**src/rtl/fetch_queue_if.sv**
```systemverilog
// fetch_queue_if
// Bundles the fetch queue's two buses: the ICache lookup (address out,
// FETCH_WIDTH words back in the same cycle) and the decode-side
// valid/ready head-of-queue port.
//   icache_addr  fetch PC presented to the ICache
//   icache_data  FETCH_WIDTH instruction words, word i at icache_addr + 4*i
//   ready_out    decode accepts the head entry
//   valid_out    head entry valid
//   instr_out    head instruction
//   pc_out       head PC
//   pc_4         pc_out + 4
//   count_out    queue occupancy
// The master modport is the fetch queue; the slave modport is the ICache/decode side.
interface fetch_queue_if #(
   parameter int unsigned FETCH_WIDTH = 2,
   parameter int unsigned DEPTH       = 8
) ();

   logic [31:0]               icache_addr;
   logic [32*FETCH_WIDTH-1:0] icache_data;
   logic                      ready_out;
   logic                      valid_out;
   logic [31:0]               instr_out;
   logic [31:0]               pc_out;
   logic [31:0]               pc_4;
   logic [$clog2(DEPTH):0]    count_out;

   modport master (
      output icache_addr,
      input  icache_data,
      input  ready_out,
      output valid_out,
      output instr_out,
      output pc_out,
      output pc_4,
      output count_out
   );

   modport slave (
      input  icache_addr,
      output icache_data,
      output ready_out,
      input  valid_out,
      input  instr_out,
      input  pc_out,
      input  pc_4,
      input  count_out
   );

endinterface

```
**src/rtl/fetch_queue.sv**
```systemverilog
// fetch_queue
// Owns the architectural fetch PC, fetches FETCH_WIDTH consecutive
// instructions per cycle from a combinational ICache and writes them into a
// DEPTH-entry circular queue. The head entry is handed to decode one per
// cycle over valid/ready. A mispredict flushes the queue and redirects fetch.
// Ports:
//   clk          clock, all state on the rising edge
//   reset        synchronous active-low reset (priority over everything)
//   mispredict   flush queue, load fetch PC from redirect_pc
//   redirect_pc  redirect target, word aligned
//   fetch_en     0 suppresses new fetches; the queue still drains
//   bus          ICache and decode signals (fetch_queue_if.master)
module fetch_queue #(
   parameter int unsigned FETCH_WIDTH = 2,
   parameter int unsigned DEPTH       = 8,
   parameter logic [31:0] RESET_PC    = 32'h0000_0000
) (
   input logic           clk,
   input logic           reset,
   input logic           mispredict,
   input logic [31:0]    redirect_pc,
   input logic           fetch_en,
   fetch_queue_if.master bus
);

   localparam int unsigned PtrW = $clog2(DEPTH);
   localparam int unsigned CntW = PtrW + 1;

   localparam logic [CntW-1:0] DepthC  = CntW'(DEPTH);
   localparam logic [CntW-1:0] WidthC  = CntW'(FETCH_WIDTH);
   localparam logic [PtrW-1:0] WidthP  = PtrW'(FETCH_WIDTH);
   localparam logic [31:0]     StrideC = 32'(4 * FETCH_WIDTH);

   logic [31:0]     fetch_pc_q, fetch_pc_d;
   logic [PtrW-1:0] rd_ptr_q, rd_ptr_d;
   logic [PtrW-1:0] wr_ptr_q, wr_ptr_d;
   logic [CntW-1:0] count_q, count_d;

   // Each entry is {pc, instr}.
   logic [63:0] mem_q [DEPTH];

   logic            push;
   logic            pop;
   logic            valid;
   logic [CntW-1:0] free;
   logic [63:0]     head;

   // ---------------------------------------------------------------------
   // Handshake decisions
   // ---------------------------------------------------------------------
   always_comb begin
      free  = DepthC - count_q;
      // Free space is judged on registered count only; a same-cycle pop is
      // deliberately not credited so the push decision has no path from
      // ready_out.
      push  = fetch_en && !mispredict && (free >= WidthC);
      valid = (count_q != '0);
      pop   = valid && bus.ready_out && !mispredict;
   end

   // ---------------------------------------------------------------------
   // Next-state logic
   // ---------------------------------------------------------------------
   always_comb begin
      fetch_pc_d = fetch_pc_q;
      rd_ptr_d   = rd_ptr_q;
      wr_ptr_d   = wr_ptr_q;
      count_d    = count_q;

      if (mispredict) begin
         // Any push/pop of this cycle is dropped along with the queue.
         fetch_pc_d = redirect_pc;
         rd_ptr_d   = '0;
         wr_ptr_d   = '0;
         count_d    = '0;
      end else begin
         if (push) begin
            wr_ptr_d   = wr_ptr_q + WidthP;
            fetch_pc_d = fetch_pc_q + StrideC;
         end
         if (pop) begin
            rd_ptr_d = rd_ptr_q + PtrW'(1);
         end
         count_d = count_q + (push ? WidthC : '0) - (pop ? CntW'(1) : '0);
      end
   end

   // ---------------------------------------------------------------------
   // Control state
   // ---------------------------------------------------------------------
   always_ff @(posedge clk) begin
      if (!reset) begin
         fetch_pc_q <= RESET_PC;
         rd_ptr_q   <= '0;
         wr_ptr_q   <= '0;
         count_q    <= '0;
      end else begin
         fetch_pc_q <= fetch_pc_d;
         rd_ptr_q   <= rd_ptr_d;
         wr_ptr_q   <= wr_ptr_d;
         count_q    <= count_d;
      end
   end

   // ---------------------------------------------------------------------
   // Queue storage (no reset; contents are only read while count != 0)
   // ---------------------------------------------------------------------
   always_ff @(posedge clk) begin
      if (reset && push) begin
         for (int i = 0; i < int'(FETCH_WIDTH); i++) begin
            // Pointer arithmetic wraps naturally because DEPTH is a power of 2.
            mem_q[wr_ptr_q + PtrW'(i)] <= {fetch_pc_q + 32'(4 * i),
                                            bus.icache_data[32*i +: 32]};
         end
      end
   end

   // ---------------------------------------------------------------------
   // Outputs
   // ---------------------------------------------------------------------
   always_comb begin
      head            = mem_q[rd_ptr_q];
      bus.icache_addr = fetch_pc_q;
      bus.valid_out   = valid;
      bus.count_out   = count_q;
      // Force zeros when empty so stale storage never leaks out.
      bus.instr_out   = valid ? head[31:0]  : 32'h0;
      bus.pc_out      = valid ? head[63:32] : 32'h0;
      bus.pc_4        = bus.pc_out + 32'd4;
   end

   // Occupancy can never exceed the queue depth.
   count_bound_a : assert property (@(posedge clk) disable iff (!reset) count_q <= DepthC);

endmodule

```
**src/flat_wrapper.sv**
```systemverilog
// flat-port wrapper written by rule: the top's interface ports become plain ports
module fetch_queue_flat 
#(
   parameter int unsigned FETCH_WIDTH = 2,
   parameter int unsigned DEPTH       = 8,
   parameter logic [31:0] RESET_PC    = 32'h0000_0000
)
  (clk, reset, mispredict, redirect_pc, fetch_en, bus_icache_addr, bus_icache_data, bus_ready_out, bus_valid_out, bus_instr_out, bus_pc_out, bus_pc_4, bus_count_out);
  fetch_queue_if #(.FETCH_WIDTH(FETCH_WIDTH), .DEPTH(DEPTH)) bus_i ();
  input logic clk;
  input logic reset;
  input logic mispredict;
  input logic [31:0] redirect_pc;
  input logic fetch_en;
  output wire logic [$bits(bus_i.icache_addr)-1:0] bus_icache_addr;
  input wire logic [$bits(bus_i.icache_data)-1:0] bus_icache_data;
  input wire logic [$bits(bus_i.ready_out)-1:0] bus_ready_out;
  output wire logic [$bits(bus_i.valid_out)-1:0] bus_valid_out;
  output wire logic [$bits(bus_i.instr_out)-1:0] bus_instr_out;
  output wire logic [$bits(bus_i.pc_out)-1:0] bus_pc_out;
  output wire logic [$bits(bus_i.pc_4)-1:0] bus_pc_4;
  output wire logic [$bits(bus_i.count_out)-1:0] bus_count_out;
  assign bus_icache_addr = bus_i.icache_addr;
  assign bus_i.icache_data = bus_icache_data;
  assign bus_i.ready_out = bus_ready_out;
  assign bus_valid_out = bus_i.valid_out;
  assign bus_instr_out = bus_i.instr_out;
  assign bus_pc_out = bus_i.pc_out;
  assign bus_pc_4 = bus_i.pc_4;
  assign bus_count_out = bus_i.count_out;
  fetch_queue #(.FETCH_WIDTH(FETCH_WIDTH), .DEPTH(DEPTH), .RESET_PC(RESET_PC)) u_core (.clk(clk), .reset(reset), .mispredict(mispredict), .redirect_pc(redirect_pc), .fetch_en(fetch_en), .bus(bus_i));
endmodule
```
**config.mk**
```make
export PLATFORM = sky130hd
export DESIGN_NAME = fetch_queue_flat
export DESIGN_NICKNAME = d
export VERILOG_FILES = /design/src/rtl/fetch_queue_if.sv /design/src/rtl/fetch_queue.sv /design/src/flat_wrapper.sv
export SDC_FILE = /design/constraint.sdc
export NUM_CORES = 1
export LEC_CHECK = 0
export BUFFER_PORTS_ARGS = -buffer_cell sky130_fd_sc_hd__buf_2
export CAP_MARGIN = 0
export CORE_MARGIN = 2
export CORE_UTILIZATION = 50
export CTS_CLUSTER_SIZE = 24
export DETAILED_ROUTE_END_ITERATION = 7
export PLACE_DENSITY = 0.69
export SLEW_MARGIN = 20
export SYNTH_ARGS = -nofsm -noshare
export SYNTH_HDL_FRONTEND = slang
export SYNTH_SLANG_ARGS = --single-unit
```
**constraint.sdc**
```tcl
create_clock -name clk -period 8.8 [get_ports clk]
set_clock_uncertainty 0.15 [all_clocks]
set_input_delay 1.76 -clock clk [delete_from_list [all_inputs] [get_ports clk]]
set_output_delay 1.76 -clock clk [all_outputs]
set_load 0.005 [all_outputs]
```
==> results of run 1 <==
## metal layers
metal | global-route usage, % | routed length, µm | vias to the layer above
met5 | 0 | 22 | -
met4 | 5.46 | 1000 | 4
met3 | 3.77 | 2960 | 82
met2 | 34.7 | 24100 | 393
met1 | 29.9 | 21500 | 6356
li1 | - | - | 5509
## cell families after synthesis
kind of cell | share of synthesized area, %
xor gates and xnor gates | 3.40
DFF | 70.7
AOI/OAI and AO/OA | 2.35
buffers and inverters | 2.10
and+or+nand+nor | 5.80
muxes | 14.7
adders and majority gates | 0.862
## cell usage after synthesis (16+ instances only)
| cell type | instances |
|---|---|
| a21oi_1 | 20 |
| and2_1 | 16 |
| buf_2 | 16 |
| clkbuf_1 | 24 |
| dfxtp_1 | 44 |
| edfxtp_1 | 504 |
| inv_1 | 25 |
| mux2i_1 | 97 |
| mux4_2 | 98 |
| nand2_1 | 60 |
| nand3_1 | 33 |
| nor2_1 | 85 |
| o21ai_0 | 28 |
| xnor2_1 | 55 |
| xor2_1 | 33 |
## stage by stage
stage	util [%]	instance area, µm²	hold WS (ns)	power [mW]	setup slack (ns)
6_report	58.6	26000	0.342	5.81	2.66
5_1_grt	58.6	26000	0.397	6.01	2.35
4_1_cts	58.6	26000	0.345	5.86	2.58
3_5_place_dp	54.7	24300	0.328	3.65	3.22
3_3_place_gp	54.7	24300	0.339	3.64	3.29
2_1_floorplan	-	22600	0.304	3.36	2.75
## final cells by class
class / instances / area [µm²] / share of cell area (%)
diodes: 2 / 5.00 / 0.0192
flip-flops and latches: 548 / 16000 / 61.6
clock buffers: 68 / 1450 / 5.55
clock inverters: 31 / 264 / 1.01
well taps: 592 / 741 / 2.85
inverters: 25 / 93.8 / 0.361
multi-input cells: 651 / 6170 / 23.7
repair buffers: 247 / 1280 / 4.93
## final timing paths
path              slack, ns  cells after the start                       endpoint                                from
setup / recovery       2.66                      8                   bus_pc_4[14]                            register
hold / removal         0.34                      2                       register     u_core.rd_ptr_q[1]$_SDFFE_PP0N_
setup reg to reg       4.68                      8  u_core.mem_q[6][29]$_DFFE_PP_  u_core.bus.count_out[0]$_SDFF_PP0_
hold reg to reg        0.34                      2                       register     u_core.rd_ptr_q[1]$_SDFFE_PP0N_
## state kept, by name (all words and copies together), names as in the netlist, named ones only
name / flops
u_core.bus.count_out: 4
u_core.bus.icache_addr: 32
u_core.mem_q: 504
u_core.rd_ptr_q: 3
u_core.wr_ptr_q: 2
## worst reg2reg max path: stages, from the launching register on
cell and delay (ns):
dfxtp_1 0.37, inv_1 0.09, ha_1 0.23, nor2b_1 0.15, a31o_2 0.28, a21oi_1 0.31, buf_4 0.30, and3_4 0.94
buf_4 0.89
## power by group
part	total (mW)	internal, mW	switching [mW]	leakage [nW]
clock	2.22	1.26	0.961	0.836
sequential	2.96	2.91	0.0546	4.95
combinational	0.623	0.253	0.370	3.01
==> impl_metrics.env, run 1 <==
export IMPL_synth_edff_count=504
export IMPL_yosys_area_top_type="edfxtp_1"
export IMPL_crit_chain="buf_4 > mux2i_1 > and4b_1 > and3_1 > and3_1 > nand4_1 > xnor2_1 > buf_2"
export IMPL_max_slew_margin_pct=27.1
export IMPL_drive_gt1_share_pct=28.1
export IMPL_final_cell_count_no_fill=2164
export IMPL_placed_cells=2063
export IMPL_synth_cells=1287
export IMPL_die_y_um=217
export IMPL_finalWorstPathRequiredPeriod_ns=6.14
export IMPL_die_w_um=217
export IMPL_cts_buffer_depth=3
export IMPL_crit_arrival_ns=4.23
export IMPL_layout_commonest_cell="edfxtp_1"
export IMPL_clkLatencyLatePin_ns=0.60
export IMPL_start_util_pct=51.0
export IMPL_cp_max_fo=36
export IMPL_ctsResizeCount=0
export IMPL_cts_sinks=548
export IMPL_worst_path_most_repeated_cell="and3_1"
export IMPL_drt_iter0_drc=1102
export IMPL_hpwl_um=31100
export IMPL_vias=12344
export IMPL_hold_class="register to register"
export IMPL_grtUsageTotal_pct=21.2
export IMPL_synthTopCellsByArea="edfxtp_1 (67%), mux4_2 (9.7%), mux2i_1 (4.3%)"
export IMPL_syn2layout_area_growth_pct=15.0
export IMPL_syn_avg_cell_area_um2=17.6
export IMPL_wl_um=49600
export IMPL_start_kind="register"
export IMPL_final_fill_count=3368
export IMPL_slowest_delay_ns=0.74
export IMPL_top_level_ports=234
export IMPL_synth_seq_cells=548
export IMPL_wl_per_cell_um=22.9
export IMPL_overflow=0
export IMPL_syn_area_um2=22600
export IMPL_power_leakage_nw=8.80
export IMPL_netlist_area_leader_share_pct=66.9
export IMPL_outcome="completed"
export IMPL_p_per_area_nw_per_um2=223
export IMPL_grt_pass1_vias=12646
export IMPL_synth_ff_type="edfxtp_1"
export IMPL_antenna_found_initial=3
export IMPL_ir_drop_mv=0.155
export IMPL_via_per_inst=5.70
export IMPL_setup_tns_ns=0
export IMPL_yosys_warnings=0
export IMPL_clockRootBuffer="clkbuf_16"
export IMPL_drv_slew=0
export IMPL_cts_buffers=55
export IMPL_clk_pin_slew_worst_paths_ns=0.06
export IMPL_final_nets=1644
export IMPL_io_buffers=233
export IMPL_crit_required_ns=6.89
export IMPL_grt_max_degree=106
export IMPL_tritoncts="built"
export IMPL_fin_crit_sh_pct=69.8
export IMPL_ant_nets=0
export IMPL_worstSetupPathType="register to output port"
export IMPL_cts_setup_buffers=0
export IMPL_synthesis_nets=1403
export IMPL_grt_setup_unrepaired="no"
export IMPL_h_tree_depth=2
export IMPL_coreArea_um2=44400
export IMPL_worstSetupEndpointType="output port"
export IMPL_worst_path_max_delay_cell="dfxtp_4"
export IMPL_cap_violations=0
export IMPL_drc_errors=0
export IMPL_ys_types=51
export IMPL_setup_violations=0
export IMPL_final_cell_mix="edfxtp_1 (504), buf_2 (233), mux4_2 (98)"
export IMPL_worstMarginPinSlew_ns=1.09
export IMPL_worst_path_buf_inv=2
export IMPL_gp_congestion=0.818
export IMPL_path_delay_family="simple AND/OR/NAND/NOR gates"
export IMPL_hold_viol_final=0
export IMPL_firstDrtPassIters=5
export IMPL_max_freq_mhz=163
export IMPL_grt_pass1_wl_um=75400
export IMPL_async_reset_ff_share_pct=0
export IMPL_std_cell_rows=77
export IMPL_dieArea_um2=47000
export IMPL_cts_hold_buf=0
export IMPL_ys_seq_area_share_pct=70.7
Note: power is estimated with default switching activity, not from simulation.
==> inputs of run 2 (changes only) <==
Clock period 8.8 ns to 5.8 ns, I/O delays scaled along.
==> run 2 against run 1 <==
Against the previous run:
- clock-buffer cell count fell by 5
- global-route usage rose by 0.16 points
- final area rose by 0.97%
- power rose by 56%
- routed wire length fell by 0.29%
- critical endpoint unchanged
- worst hold slack improved by 0.0033 ns
==> impl_metrics.env, run 2 (same netlist as run 1, synthesis figures left out) <==
export IMPL_clk_pin_slew_worst_paths_ns=0.06
export IMPL_hold_viol_final=0
export IMPL_drt_iter0_drc=1046
export IMPL_start_util_pct=51.0
export IMPL_vias=12278
export IMPL_wl_um=49400
export IMPL_ant_nets=0
export IMPL_max_slew_margin_pct=32.8
export IMPL_regMostFlops="u_core.mem_q"
export IMPL_p_sw_share_pct=23.6
export IMPL_ir_drop_mv=0.241
export IMPL_grt_pass1_wl_um=76100
export IMPL_via_per_inst=5.65
export IMPL_cap_violations=0
export IMPL_drv_slew=0
export IMPL_antenna_cells=0
export IMPL_grtUsageTotal_pct=21.4
export IMPL_cts_setup_buffers=0
export IMPL_outcome="completed"
export IMPL_r2r_cells=8
export IMPL_antenna_found_initial=3
export IMPL_multi_input_area_um2=6170
export IMPL_cts_hold_buf=0
export IMPL_die_y_um=217
export IMPL_pre_cts_ws_ns=0.898
export IMPL_pwr_share_seq_pct=49.7
export IMPL_p_per_area_nw_per_um2=345
export IMPL_power_leakage_nw=8.91
export IMPL_hold_class="register to register"
export IMPL_min_from="u_core.rd_ptr_q[1]$_SDFFE_PP0N_"
export IMPL_syn2layout_area_growth_pct=16.1
export IMPL_worstSetupEndpointType="output port"
export IMPL_layout_commonest_cell="edfxtp_1"
export IMPL_cts_buffer_depth=3
export IMPL_seq_area_um2=16000
export IMPL_tritoncts="built"
export IMPL_grt_setup_unrepaired="no"
export IMPL_finalWorstPathRequiredPeriod_ns=5.36
export IMPL_final_fill_count=3341
export IMPL_worstMarginPinSlew_ns=0.999
export IMPL_cts_sinks=548
export IMPL_die_w_um=217
export IMPL_final_cell_mix="edfxtp_1 (504), buf_2 (233), mux4_2 (98)"
export IMPL_ctsResizeCount=0
export IMPL_h_tree_depth=2
export IMPL_wl_per_cell_um=22.7
export IMPL_crit_required_ns=4.49
export IMPL_grt_pass1_vias=12726
export IMPL_combinationalPowerShare_pct=10.5
export IMPL_dieArea_um2=47000
export IMPL_clkPwrFrac_pct=39.8
export IMPL_worstSetupPathType="register to output port"
export IMPL_drc_errors=0
export IMPL_setup_tns_ns=0
export IMPL_cts_buffers=55
export IMPL_cp_max_fo=46
export IMPL_max_freq_mhz=186
export IMPL_hpwl_um=32100
export IMPL_std_cell_rows=77
export IMPL_fin_crit_sh_pct=92.5
export IMPL_clockRootBuffer="clkbuf_16"
export IMPL_setup_violations=0
export IMPL_gp_congestion=0.815
export IMPL_drive_gt1_share_pct=29.0
export IMPL_crit_arrival_ns=4.05
export IMPL_overflow=0
export IMPL_hold_depth=2
export IMPL_clkLatencyLatePin_ns=0.60
export IMPL_coreArea_um2=44400
export IMPL_p_int_mw=6.93
export IMPL_start_kind="register"
export IMPL_setup_ws_ns=0.435
export IMPL_ff2ff_setup_slack_ns=2.05
export IMPL_top_level_ports=234
export IMPL_r2r_start="u_core.bus.count_out[1]$_SDFF_PP0_"
export IMPL_p_sw_mw=2.14
export IMPL_grt_max_degree=85
export IMPL_largest_reg_flops=504
export IMPL_firstDrtPassIters=5
export IMPL_final_nets=1651
export IMPL_io_buffers=233
## run 2: cell types whose count changed in the layout (fill, tap and decap cells not counted), moves of 2 or more
cell        delta
clkinvlp_4     +2
clkinv_8       +2
diode_2        -2
buf_4          +3
clkinv_2       +2
bufinv_16      +5
clkbuf_1       -4
buf_12         +4
## run 2: power by group through the flow
stage | clock network [mW] | registers [mW] | logic, mW
floorplan | 0 | 4.55 | 0.542
finish | 3.61 | 4.50 | 0.950
global placement | 0 | 4.58 | 0.944
detailed placement | 0 | 4.59 | 0.961
CTS | 3.68 | 4.50 | 0.965
global route | 3.83 | 4.51 | 1.04
## run 2: critical path, cell delays in order, from the launching register on
cell and delay, ns:
dfxtp_4 0.97, nor2_1 0.34, a22oi_1 0.29, and4b_1 0.29, and3_1 0.22, and3_1 0.58
nand4_1 0.36, xnor2_1 0.24, buf_2 0.14
## run 2: path summary, 6_finish.rpt
check                                                      to
worst max-delay path                             bus_pc_4[14]
worst min-delay path                                 register
worst min register to register                       register
worst max register to register  u_core.mem_q[0][43]$_DFFE_PP_
## run 2: metal layers
layer  track usage [%]  vias to the layer above  wire [µm]
met1              29.8                     6259      21200
met5                 0                        -         17
met3              3.65                       82       2960
li1                  -                     5535          -
met4              6.94                        4       1250
met2              34.7                      398      24000
## run 2: through the flow
| stage | cells | cell area [µm²] | total power [mW] | utilization (%) | hold slack (ns) |
|---|---|---|---|---|---|
| global placement | 2070 | 24400 | 5.52 | 55.0 | 0.317 |
| CTS | 2173 | 26300 | 9.15 | 59.2 | 0.343 |
| detailed placement | 2070 | 24400 | 5.55 | 55.0 | 0.332 |
| global route | 2173 | 26300 | 9.38 | 59.2 | 0.368 |
| floorplan | 1287 | 22600 | 5.09 | - | 0.304 |
| finish | 2173 | 26300 | 9.06 | 59.2 | 0.345 |
## run 2: area by class of cell
class | instances | share of cell area (%)
well taps | 592 | 2.82
repair buffers | 254 | 5.27
clock buffers | 63 | 5.39
multi-input cells | 651 | 23.5
flip-flops and latches | 548 | 61.0
inverters | 25 | 0.357
clock inverters | 40 | 1.69
